**src/rtl/parity_frame_tx.sv**
```systemverilog
// Framed serial transmitter: start, LSB-first data, parity, stop.
// Each bit is held for CLKS_PER_BIT clocks; tx comes straight from a flop.
module parity_frame_tx #(
  parameter int DATA_W       = 8,
  parameter int CLKS_PER_BIT = 16,
  parameter int ODD_PARITY   = 0
) (
  input  logic              clk,
  input  logic              rst_n,
  input  logic [DATA_W-1:0] data_in,
  input  logic              valid_in,
  output logic              ready_out,
  output logic              tx,
  output logic              busy,
  output logic              parity_out
);

  localparam int CW = (CLKS_PER_BIT > 1) ? $clog2(CLKS_PER_BIT) : 1;
  localparam int BW = $clog2(DATA_W + 1);
  localparam logic [CW-1:0] CYC_LAST = CW'(CLKS_PER_BIT - 1);
  localparam logic [BW-1:0] BIT_LAST = BW'(DATA_W - 1);

  typedef enum logic [2:0] {
    IDLE, START, DATA, PARITY, STOP
  } state_t;

  state_t            state;
  state_t            state_d;
  logic [CW-1:0]     cyc;
  logic [BW-1:0]     bitcnt;
  logic [DATA_W-1:0] shreg;
  logic [DATA_W-1:0] shreg_d;
  logic              tx_d;
  logic              par_d;
  logic              hs;
  logic              bit_end;

  assign hs      = valid_in & ready_out;
  assign bit_end = (cyc == CYC_LAST);
  assign par_d   = (ODD_PARITY != 0) ? ~^data_in : ^data_in;

  always_ff @(posedge clk or negedge rst_n) begin
    if (!rst_n) state <= IDLE;
    else        state <= state_d;
  end

  always_comb begin
    state_d = state;
    unique case (state)
      IDLE:   if (hs) state_d = START;
      START:  if (bit_end) state_d = DATA;
      DATA:   if (bit_end && bitcnt == BIT_LAST)
                state_d = PARITY;
      PARITY: if (bit_end) state_d = STOP;
      STOP:   if (bit_end) state_d = IDLE;
      default: state_d = IDLE;
    endcase
  end

  // tx is registered, so it is decoded from the state being entered
  always_comb begin
    ready_out = (state == IDLE);
    busy      = (state != IDLE);
    shreg_d   = shreg;
    if (hs)
      shreg_d = data_in;
    else if (state == DATA && bit_end)
      shreg_d = shreg >> 1;
    tx_d = 1'b1;
    unique case (1'b1)
      (state_d == START):  tx_d = 1'b0;
      (state_d == DATA):   tx_d = shreg_d[0];
      (state_d == PARITY): tx_d = parity_out;
      default:             tx_d = 1'b1;
    endcase
  end

  always_ff @(posedge clk or negedge rst_n) begin
    if (!rst_n) begin
      tx         <= 1'b1;
      parity_out <= 1'b0;
      shreg      <= '0;
      cyc        <= '0;
      bitcnt     <= '0;
    end else begin
      tx    <= tx_d;
      shreg <= shreg_d;
      if (hs) begin
        parity_out <= par_d;
        cyc        <= '0;
        bitcnt     <= '0;
      end else if (state != IDLE) begin
        cyc <= bit_end ? '0 : cyc + 1'b1;
        if (state == DATA && bit_end)
          bitcnt <= bitcnt + 1'b1;
      end
    end
  end

endmodule

```
**config.mk**
```make
export PLATFORM = sky130hd
export DESIGN_NAME = parity_frame_tx
export DESIGN_NICKNAME = d
export VERILOG_FILES = /design/src/rtl/parity_frame_tx.sv
export SDC_FILE = /design/constraint.sdc
export NUM_CORES = 1
export LEC_CHECK = 0
export ABC_AREA = 1
export BUFFER_PORTS_ARGS = -buffer_cell sky130_fd_sc_hd__buf_2
export CORE_MARGIN = 2
export CORE_UTILIZATION = 51
export DETAILED_ROUTE_END_ITERATION = 16
export PLACE_DENSITY = 0.74
export SYNTH_ARGS = -nofsm -noshare
export SYNTH_HDL_FRONTEND = slang
export SYNTH_SLANG_ARGS = --single-unit
```
**constraint.sdc**
```tcl
create_clock -name clk -period 1.3 [get_ports clk]
set_input_delay 0.13 -clock clk [delete_from_list [all_inputs] [get_ports clk]]
set_output_delay 0.13 -clock clk [all_outputs]
set_load 0.05 [all_outputs]
```
==> results of run 1 <==
-- flip-flops by register name, summed over array words and instances (netlist names) --
signal / count
tx: 1
state: 3
parity_out: 1
cyc: 4
bitcnt: 4
shreg: 8
-- cells by family after synthesis --
group	synth area share
simple gates	0.317
buf+inv	0.0921
flops	0.431
compound gates	0.0962
xor+xnor	0.0430
fa+ha+maj	0.0205
-- power by group --
part	total, W	switching (W)	leakage [nW]	internal [W]
Sequential	0.000653	0	0.232	0.000653
Clock	0.000310	0.000190	0.0150	0.000119
Combinational	0.0000837	0.0000525	0.549	0.0000312
Total	0.00105	0.000243	0.795	0.000804
-- metal layers --
layer  GRT usage  share of wire  up-vias
li1            -              -      535
met1       0.252           0.45      486
met2       0.358           0.51       18
met3      0.0367          0.029        2
met4      0.0897          0.011        0
met5           0              0        -
-- how the worst min path moves through the flow --
stage | slack [ns] | end | cells after the start
2_1_floorplan | -0.17 | bitcnt[0] | 0
3_3_place_gp | 0.10 | cyc[2] | 1
3_5_place_dp | 0.11 | cyc[2] | 1
4_1_cts | 0.06 | shreg[3] | 3
5_1_grt | 0.07 | shreg[3] | 3
6_report | 0.06 | shreg[3] | 3
-- Yosys cell counts --
library cell	instances
nand2_1	44
dfrtp_1	20
inv_1	19
nand3_1	10
nor2_1	7
o221ai_1	6
inv_2	4
nor2_2	3
nor2_4	3
o21ai_0	3
xnor2_1	3
xor2_1	3
ha_1	2
nand2_4	2
nand3_4	2
a21oi_1	1
a21oi_2	1
a22o_1	1
buf_6	1
clkinv_4	1
dfstp_2	1
inv_4	1
nand2_2	1
nor2_8	1
nor3_2	1
o211ai_1	1
o21ai_1	1
o21ai_2	1
o22ai_1	1
-- what timing repair did --
item	4_1_cts	5_1_grt
buffers inserted	5	1
hold buffers	1	0
setup endpoints to repair	10	18
gates cloned	0	0
gates resized for setup	14	5
endpoints found under the hold margin	20	0
pin swaps	8	2
-- worst register-to-register path, delay by kind of cell (launching register included) --
kind | cells | cell delay [ns]
flops | 1 | 0.43
compound gates | 2 | 0.17
buf+inv | 2 | 0.21
fa+ha+maj | 1 | 0.19
simple gates | 3 | 0.26
-- stage by stage --
stage,setup WS [ns],util,power (W),instance area (µm²)
6_report,-0.0663,0.717,0.00105,1600
5_1_grt,-0.122,0.717,0.00110,1600
4_1_cts,-0.0425,0.702,0.00106,1570
3_5_place_dp,-0.0582,0.640,0.000748,1430
3_3_place_gp,-0.0156,0.640,0.000742,1430
2_1_floorplan,-0.000999,-,0.000707,1250
-- final cells by class --
cell class | count | area, µm²
multi-input combinational | 98 | 654
fill | 191 | 633
sequential | 21 | 528
timing repair buffer | 33 | 251
inverter | 25 | 105
tap | 28 | 35.0
clock buffer | 4 | 26.3
==> metrics.csv, run 1 <==
metric,value,unit
clk_skew,0.00606,ns
endpoints failing setup,8,
Critical Path AT,1.55,ns
Max-Cap Viols,0,
first-pass GRT wire length,4200,µm
outcome,finished with violations,
total track usage,0.208,
final worst slack,-0.0663,ns
post-synthesis register bit count,21,
critical path launch point,cyc[1],
Starting Density,0.547,
Final ANT Viol Nets,0,
worst path buffer plus inverter count,2,
fin. max-slew vios,0,
Mapped Cells,145,
crit-path max FO,8,
CORE AREA,2230,µm²
PwrDens,654,nW/µm²
family with the most delay on the worst path,flip-flops,
initial DRC count,15,
Synth area leader,dfrtp_1,
Crit-path slowest cell,dfrtp_1,
Mapped Area,1220,µm²
TritonCTS clock tree,yes,
Residual DRC,0,
startpoint types,flip-flop,
root buffer cell,clkbuf_4,
TNS Setup,-0.202,ns
RSZ-0062 raised after global routing,yes,
most frequent cells in the layout,"40 x nand2_1, 19 x dfrtp_1, 18 x inv_1",
critical path depth,8,
maximum VDD drop,716,µV
crit-path cells,ha_4 -> nand3_4 -> clkinv_4 -> nand2_8 -> buf_12 -> nor2_8 -> o21ai_2 -> a21oi_2,
I/O Pins,15,
post-synth top area share,0.409,
hold_ws,0.0626,ns
Reg2Reg Depth,8,
clk buf depth,2,
area of the die,2800,µm²
initial antenna violation count,0,
Worst slew margin,0.675,
htree depth,1,
Horiz. Die Dim,53.0,µm
CTS Buf Count,3,
area growth from synthesis to layout,30.9,%
clock sinks,21,
critical path required time,1.49,ns
grt total ovfl,0,
CP endpoint kind,flip-flop,
Tightest Pin Transition,0.487,ns
"top cells by area, synth","dfrtp_1 41%, nand2_1 14%, inv_1 5.8%",
Hold Crit Start,data_in[3],
reg-to-reg endpoint,bitcnt[2],
HP Class,primary input to flip-flop,
FF-to-FF Start,cyc[1],
WL final,2350,µm
Layout Nets,195,
delay of the slowest cell on the worst path,0.43,ns
Worst Setup EP,bitcnt[2],
Worst-Skew Late Latency,0.30,ns
vias in the first global route,1053,
Reg2Reg Setup Slack,-0.07,ns
largest net degree at the start of global routing,22,
port bufs,14,
share of cells above drive strength 1,0.392,
CP Class,flip-flop to flip-flop,
Post-Syn Area per Cell,8.43,µm²
distinct cell type count after synthesis,29,
Ant. Diodes,0,
Placer Congestion,0.783,
via count,1041,
Chip Height,53.0,µm
placed cells,198,
Leak,0.795,nW
violated checks,setup timing,
Via-to-Cell Ratio,4.98,
final hold vios,0,
final worst-path cycle share,1.05,
HPWL after DPL,1710,µm
Placement Rows,17,
fin crit period,1.37,ns
clk slew on worst S/H paths,0.12,ns
Yosys Warn Count,0,
"Seq/Total Area, Yosys",0.431,
first-pass iteration count of the detailed router,4,
"commonest non-fill, non-tap cell in the layout",nand2_1,
Layout Cells excl Fill,209,
Synth Net Count,158,
Avg WL per Cell,11.2,µm
achievable frequency,732,MHz
Power figures use the tool's default switching activity.
==> inputs of run 2 (changes only) <==
- CORE_UTILIZATION: 51 -> 60
- PLACE_DENSITY: 0.74 -> 0.82
- REMOVE_ABC_BUFFERS: default -> 1
- clock period: 1.3 -> 1.7 ns (I/O delays scaled with it)
==> run 2 against run 1 <==
The run now ends clean; first-iteration DRC count decreased by 40%; via count decreased by 6.5%; sequential share of layout area increased by 6.0 points; clock skew decreased by 0.0053 ns; routed wire length decreased by 6.6%; sequential cell count unchanged; die area decreased by 14%; final cell count decreased by 9.1%; hold slack improved by 0.055 ns; clock-buffer cell count unchanged; cell area decreased by 16%.
==> metrics.csv, run 2 (synthesis gave the netlist of run 1 again) <==
metric,value,unit,change
achievable frequency,626,MHz,
max reg flops,8,,unchanged
first-pass iteration count of the detailed router,4,,unchanged
initial antenna violation count,0,,unchanged
TritonCTS clock tree,yes,,
Critical Path AT,1.43,ns,-0.12 ns
RSZ-0062 raised after global routing,no,,
TNS Setup,0,ns,+0.202 ns
Filler cells,169,,-12%
area of the die,2410,µm²,-14%
vias in the first global route,977,,-7.2%
clock power share,0.290,,-0.006
port bufs,14,,unchanged
area growth from synthesis to layout,10.5,%,
PostCTS Resize Cnt,0,,-14
critical path required time,1.53,ns,+0.04 ns
fin. max-slew vios,0,,unchanged
delay of the slowest cell on the worst path,0.48,ns,+0.05 ns
Worst-Skew Late Latency,0.29,ns,about the same
CP endpoint kind,output pin,,
Register Area,527,µm²,-0.24%
area of the multi-input gates,583,µm²,-11%
grt total ovfl,0,,unchanged
initial DRC count,9,,-6
Internal Power,0.000614,W,-24%
critical path depth,4,,-4
Placement Rows,16,,-1
Crit-path slowest cell,dfrtp_1,,
largest registers,"shreg x8, bitcnt x4, cyc x4",,
DP Worst Slack,0.199,ns,+0.257 ns
clk_skew,0.000746,ns,-0.00531 ns
final worst slack,0.102,ns,+0.169 ns
outcome,finished clean,,
startpoint types,flip-flop,,
hold_buf cts,1,,unchanged
CORE AREA,1940,µm²,-13%
Max-Cap Viols,0,,unchanged
endpoints failing setup,0,,-8
Starting Density,0.630,,+0.0822
crit-path cells,nor2_4 -> nand2_1 -> inv_1 -> buf_2,,
Tightest Pin Transition,0.460,ns,-0.0271 ns
Final ANT Viol Nets,0,,unchanged
PwrDens,587,nW/µm²,-10%
reg-to-reg endpoint,tx,,
Residual DRC,0,,unchanged
fin crit period,1.60,ns,
HPWL after DPL,1710,µm,+0.27%
Avg WL per Cell,11.5,µm,+2.8%
"commonest non-fill, non-tap cell in the layout",nand2_1,,
Placer Congestion,0.784,,+0.17%
Chip Height,49.1,µm,-7.2%
Reg2Reg Depth,9,,+1
final worst-path cycle share,0.940,,
clk slew on worst S/H paths,0.11,ns,about the same
WL final,2190,µm,-6.6%
Reg2Reg Setup Slack,0.18,ns,+0.25 ns
final hold vios,0,,unchanged
CP Class,flip-flop to output pin,,
family with the most delay on the worst path,flip-flops,,
Comb pwr share,0.080,,about the same
root buffer cell,clkbuf_4,,
worst path buffer plus inverter count,2,,unchanged
Worst slew margin,0.693,,+0.0180
Sw Ratio,0.226,,-0.00609
Sw Pwr,0.000179,W,-26%
total track usage,0.211,,+0.00296
Worst Setup EP,ready_out,,
I/O Pins,15,,unchanged
crit-path max FO,5,,-3
CTS Buf Count,3,,unchanged
Horiz. Die Dim,49.1,µm,-7.2%
critical path launch point,state[0],,
maximum VDD drop,471,µV,-34%
clock sinks,21,,unchanged
Top reg by flops,shreg,,
Via-to-Cell Ratio,5.12,,+2.8%
Ant. Diodes,0,,unchanged
post-CTS setup buffer count,0,,-5
Leak,0.696,nW,-12%
largest net degree at the start of global routing,22,,unchanged
FF-to-FF Start,cyc[0],,
Power Total,0.000794,W,-24%
share of cells above drive strength 1,0.239,,-0.153
via count,973,,-6.5%
HP Class,primary input to flip-flop,,
clk buf depth,2,,unchanged
proportion of power drawn by flip-flops and latches,0.629,,+0.005
Layout Nets,177,,-9.2%
first-pass GRT wire length,3980,µm,-5.3%
htree depth,1,,unchanged
most frequent cells in the layout,"44 x nand2_1, 20 x dfrtp_1, 19 x inv_1",,
run 2: how the worst min path moves through the flow:
stage | slack, ns | start | endpoint | cells past startpoint
3_3_place_gp | 0.14 | rst_n | shreg[7] | 1
3_5_place_dp | 0.14 | rst_n | shreg[6] | 1
4_1_cts | 0.12 | data_in[5] | shreg[5] | 3
2_1_floorplan | -0.13 | rst_n | bitcnt[0] | 0
5_1_grt | 0.11 | data_in[6] | shreg[6] | 3
6_report | 0.12 | data_in[6] | shreg[6] | 3
run 2: per-layer routing:
metal	routed length (µm)	part of all wire	global-route usage
met3	51	0.023	0.0245
met4	31	0.014	0.0905
met5	0	0	0
met2	1120	0.51	0.365
met1	989	0.45	0.264
run 2: worst reg2reg max path: cells and delay by family, from the launching register on:
family | cells | cell delay [ns]
adders and majority gates | 1 | 0.26
buffers and inverters | 1 | 0.08
DFF | 1 | 0.43
and+or+nand+nor | 7 | 0.68
run 2: through the flow:
step           utilization  hold slack (ns)  std cells  cell area (µm²)
6_report             0.696            0.117        190             1350
5_1_grt              0.696            0.109        190             1350
4_1_cts              0.696            0.119        190             1350
3_5_place_dp         0.677            0.140        185             1320
3_3_place_gp         0.677            0.140        185             1320
2_1_floorplan            -           -0.126        144             1210
run 2: power groups by stage:
stage	Sequential, W	Combinational (W)	Clock [W]
after floorplan	0.000509	0.0000311	0
after global placement	0.000509	0.0000581	0
after detailed placement	0.000509	0.0000624	0
after CTS	0.000499	0.0000643	0.000232
after global routing	0.000500	0.0000745	0.000259
final	0.000499	0.0000639	0.000230
run 2: final cells by class:
| type | count | area share |
|---|---|---|
| Inverter | 25 | 0.0750 |
| Multi-Input combinational cell | 98 | 0.431 |
| Timing Repair Buffer | 15 | 0.0593 |
| Clock buffer | 4 | 0.0194 |
| Tap cell | 27 | 0.0250 |
| Sequential cell | 21 | 0.390 |
==> inputs of run 3 (changes only) <==
- CORE_ASPECT_RATIO: default -> 1.1
- CORE_MARGIN: 2 -> default
- MAX_ROUTING_LAYER: default -> met4
==> run 3 against run 2 <==
Sequential share of layout area did not move; register-to-register slack about the same; global-route usage rose by 0.62 points; combinational power down 2%; cell area unchanged; critical path depth did not move; final cell count did not move; first-iteration DRC count grew 22%; clock-buffer cell count did not move.
==> metrics.csv, run 3 (synthesis gave the netlist of run 1 again) <==
metric,value,unit,change
Chip Height,49.3,µm,+0.42%
fin crit period,1.60,ns,-0.00121 ns
clk buf depth,2,,unchanged
htree depth,1,,unchanged
Residual DRC,0,,unchanged
"commonest non-fill, non-tap cell in the layout",nand2_1,,
Critical Path AT,1.43,ns,about the same
Ant. Diodes,0,,unchanged
hold_buf cts,1,,unchanged
Filler cells,150,,-11%
Sw Ratio,0.231,,+0.00545
Max-Cap Viols,0,,unchanged
Reg2Reg Setup Slack,0.18,ns,about the same
Layout Nets,177,,unchanged
initial antenna violation count,0,,unchanged
TNS Setup,0,ns,unchanged
CP endpoint kind,output pin,,
HPWL after DPL,1480,µm,-13%
critical path launch point,state[0],,
Avg WL per Cell,9.94,µm,-14%
Sw Pwr,0.000185,W,+3.2%
CORE AREA,1840,µm²,-5.2%
FF-to-FF Start,cyc[0],,
Internal Power,0.000615,W,about the same
largest net degree at the start of global routing,22,,unchanged
share of cells above drive strength 1,0.239,,unchanged
Placement Rows,16,,unchanged
area of the die,2220,µm²,-8.0%
area growth from synthesis to layout,10.5,%,unchanged
Top reg by flops,shreg,,
largest registers,"shreg x8, bitcnt x4, cyc x4",,
proportion of power drawn by flip-flops and latches,0.624,,-0.005
Worst-Skew Late Latency,0.30,ns,about the same
Worst Setup EP,ready_out,,
total track usage,0.217,,+0.00616
HP Class,primary input to flip-flop,,
PwrDens,592,nW/µm²,+0.77%
Comb pwr share,0.078,,-0.002
TritonCTS clock tree,yes,,
Horiz. Die Dim,45.0,µm,-8.3%
CP Class,flip-flop to output pin,,
clock power share,0.297,,+0.007
reg-to-reg endpoint,tx,,
max reg flops,8,,unchanged
I/O Pins,15,,unchanged
RSZ-0062 raised after global routing,no,,
Placer Congestion,0.856,,+9.2%
Via-to-Cell Ratio,4.94,,-3.5%
outcome,finished clean,,
critical path required time,1.53,ns,about the same
Reg2Reg Depth,9,,unchanged
Final ANT Viol Nets,0,,unchanged
fin. max-slew vios,0,,unchanged
via count,939,,-3.5%
first-pass GRT wire length,3470,µm,-13%
port bufs,14,,unchanged
Tightest Pin Transition,0.455,ns,-0.00500 ns
DP Worst Slack,0.208,ns,+0.00867 ns
CTS Buf Count,3,,unchanged
root buffer cell,clkbuf_4,,
grt total ovfl,0,,unchanged
final hold vios,0,,unchanged
Worst slew margin,0.697,,+0.00334
clk_skew,0.00428,ns,+0.00353 ns
endpoints failing setup,0,,unchanged
initial DRC count,11,,+2
startpoint types,flip-flop,,
most frequent cells in the layout,"44 x nand2_1, 20 x dfrtp_1, 19 x inv_1",,
vias in the first global route,873,,-11%
WL final,1890,µm,-14%
Leak,0.696,nW,unchanged
Starting Density,0.664,,+0.0342
PostCTS Resize Cnt,0,,unchanged
first-pass iteration count of the detailed router,4,,unchanged
crit-path max FO,5,,unchanged
post-CTS setup buffer count,0,,unchanged
clk slew on worst S/H paths,0.11,ns,about the same
final worst-path cycle share,0.939,,about the same
maximum VDD drop,495,µV,+5.1%
achievable frequency,626,MHz,about the same
clock sinks,21,,unchanged
final worst slack,0.104,ns,+0.00121 ns
-- run 3: stage by stage --
| step | hold WS [ns] | utilization | cell area, µm² | power (W) | cells |
|---|---|---|---|---|---|
| final | 0.0991 | 0.734 | 1350 | 0.000800 | 190 |
| after global routing | 0.108 | 0.734 | 1350 | 0.000833 | 190 |
| after CTS | 0.0896 | 0.734 | 1350 | 0.000808 | 190 |
| after detailed placement | 0.150 | 0.714 | 1320 | 0.000571 | 185 |
| after global placement | 0.139 | 0.714 | 1320 | 0.000567 | 185 |
| after floorplan | -0.126 | - | 1210 | 0.000540 | 144 |
-- run 3: layout make-up --
class / count / area [µm²] / share of cell area
multi-input combinational: 98 / 583 / 0.431
sequential: 21 / 527 / 0.390
inverter: 25 / 101 / 0.0750
timing repair buffer: 15 / 80.1 / 0.0593
tap: 27 / 33.8 / 0.0250
clock buffer: 4 / 26.3 / 0.0194
-- run 3: power by group through the flow --
stage	clock, W	combinational, W	sequential, W
5_1_grt	0.000261	0.0000727	0.000500
2_1_floorplan	0	0.0000311	0.000509
3_5_place_dp	0	0.0000622	0.000509
4_1_cts	0.000245	0.0000639	0.000499
3_3_place_gp	0	0.0000581	0.000509
6_report	0.000238	0.0000625	0.000499
-- run 3: how the worst min path moves through the flow --
stage / cells after the start / start / to
floorplan: 0 / rst_n / bitcnt[0]
detailed placement: 1 / rst_n / cyc[3]
CTS: 3 / data_in[2] / shreg[2]
global route: 3 / data_in[3] / shreg[3]
global placement: 1 / rst_n / cyc[2]
finish: 3 / data_in[1] / shreg[1]
-- run 3: per-layer routing --
metal	GRT usage	wire length [µm]	up-vias
li1	-	-	495
met1	0.283	961	421
met2	0.331	842	19
met3	0.0333	57	4
met4	0.0909	27	0
met5	-	0	-
-- run 3: worst max-delay path, stage by stage (launching register included) --
cell	delay, ns
dfrtp_1	0.48
nor2_4	0.16
nand2_1	0.13
inv_1	0.09
buf_2	0.26
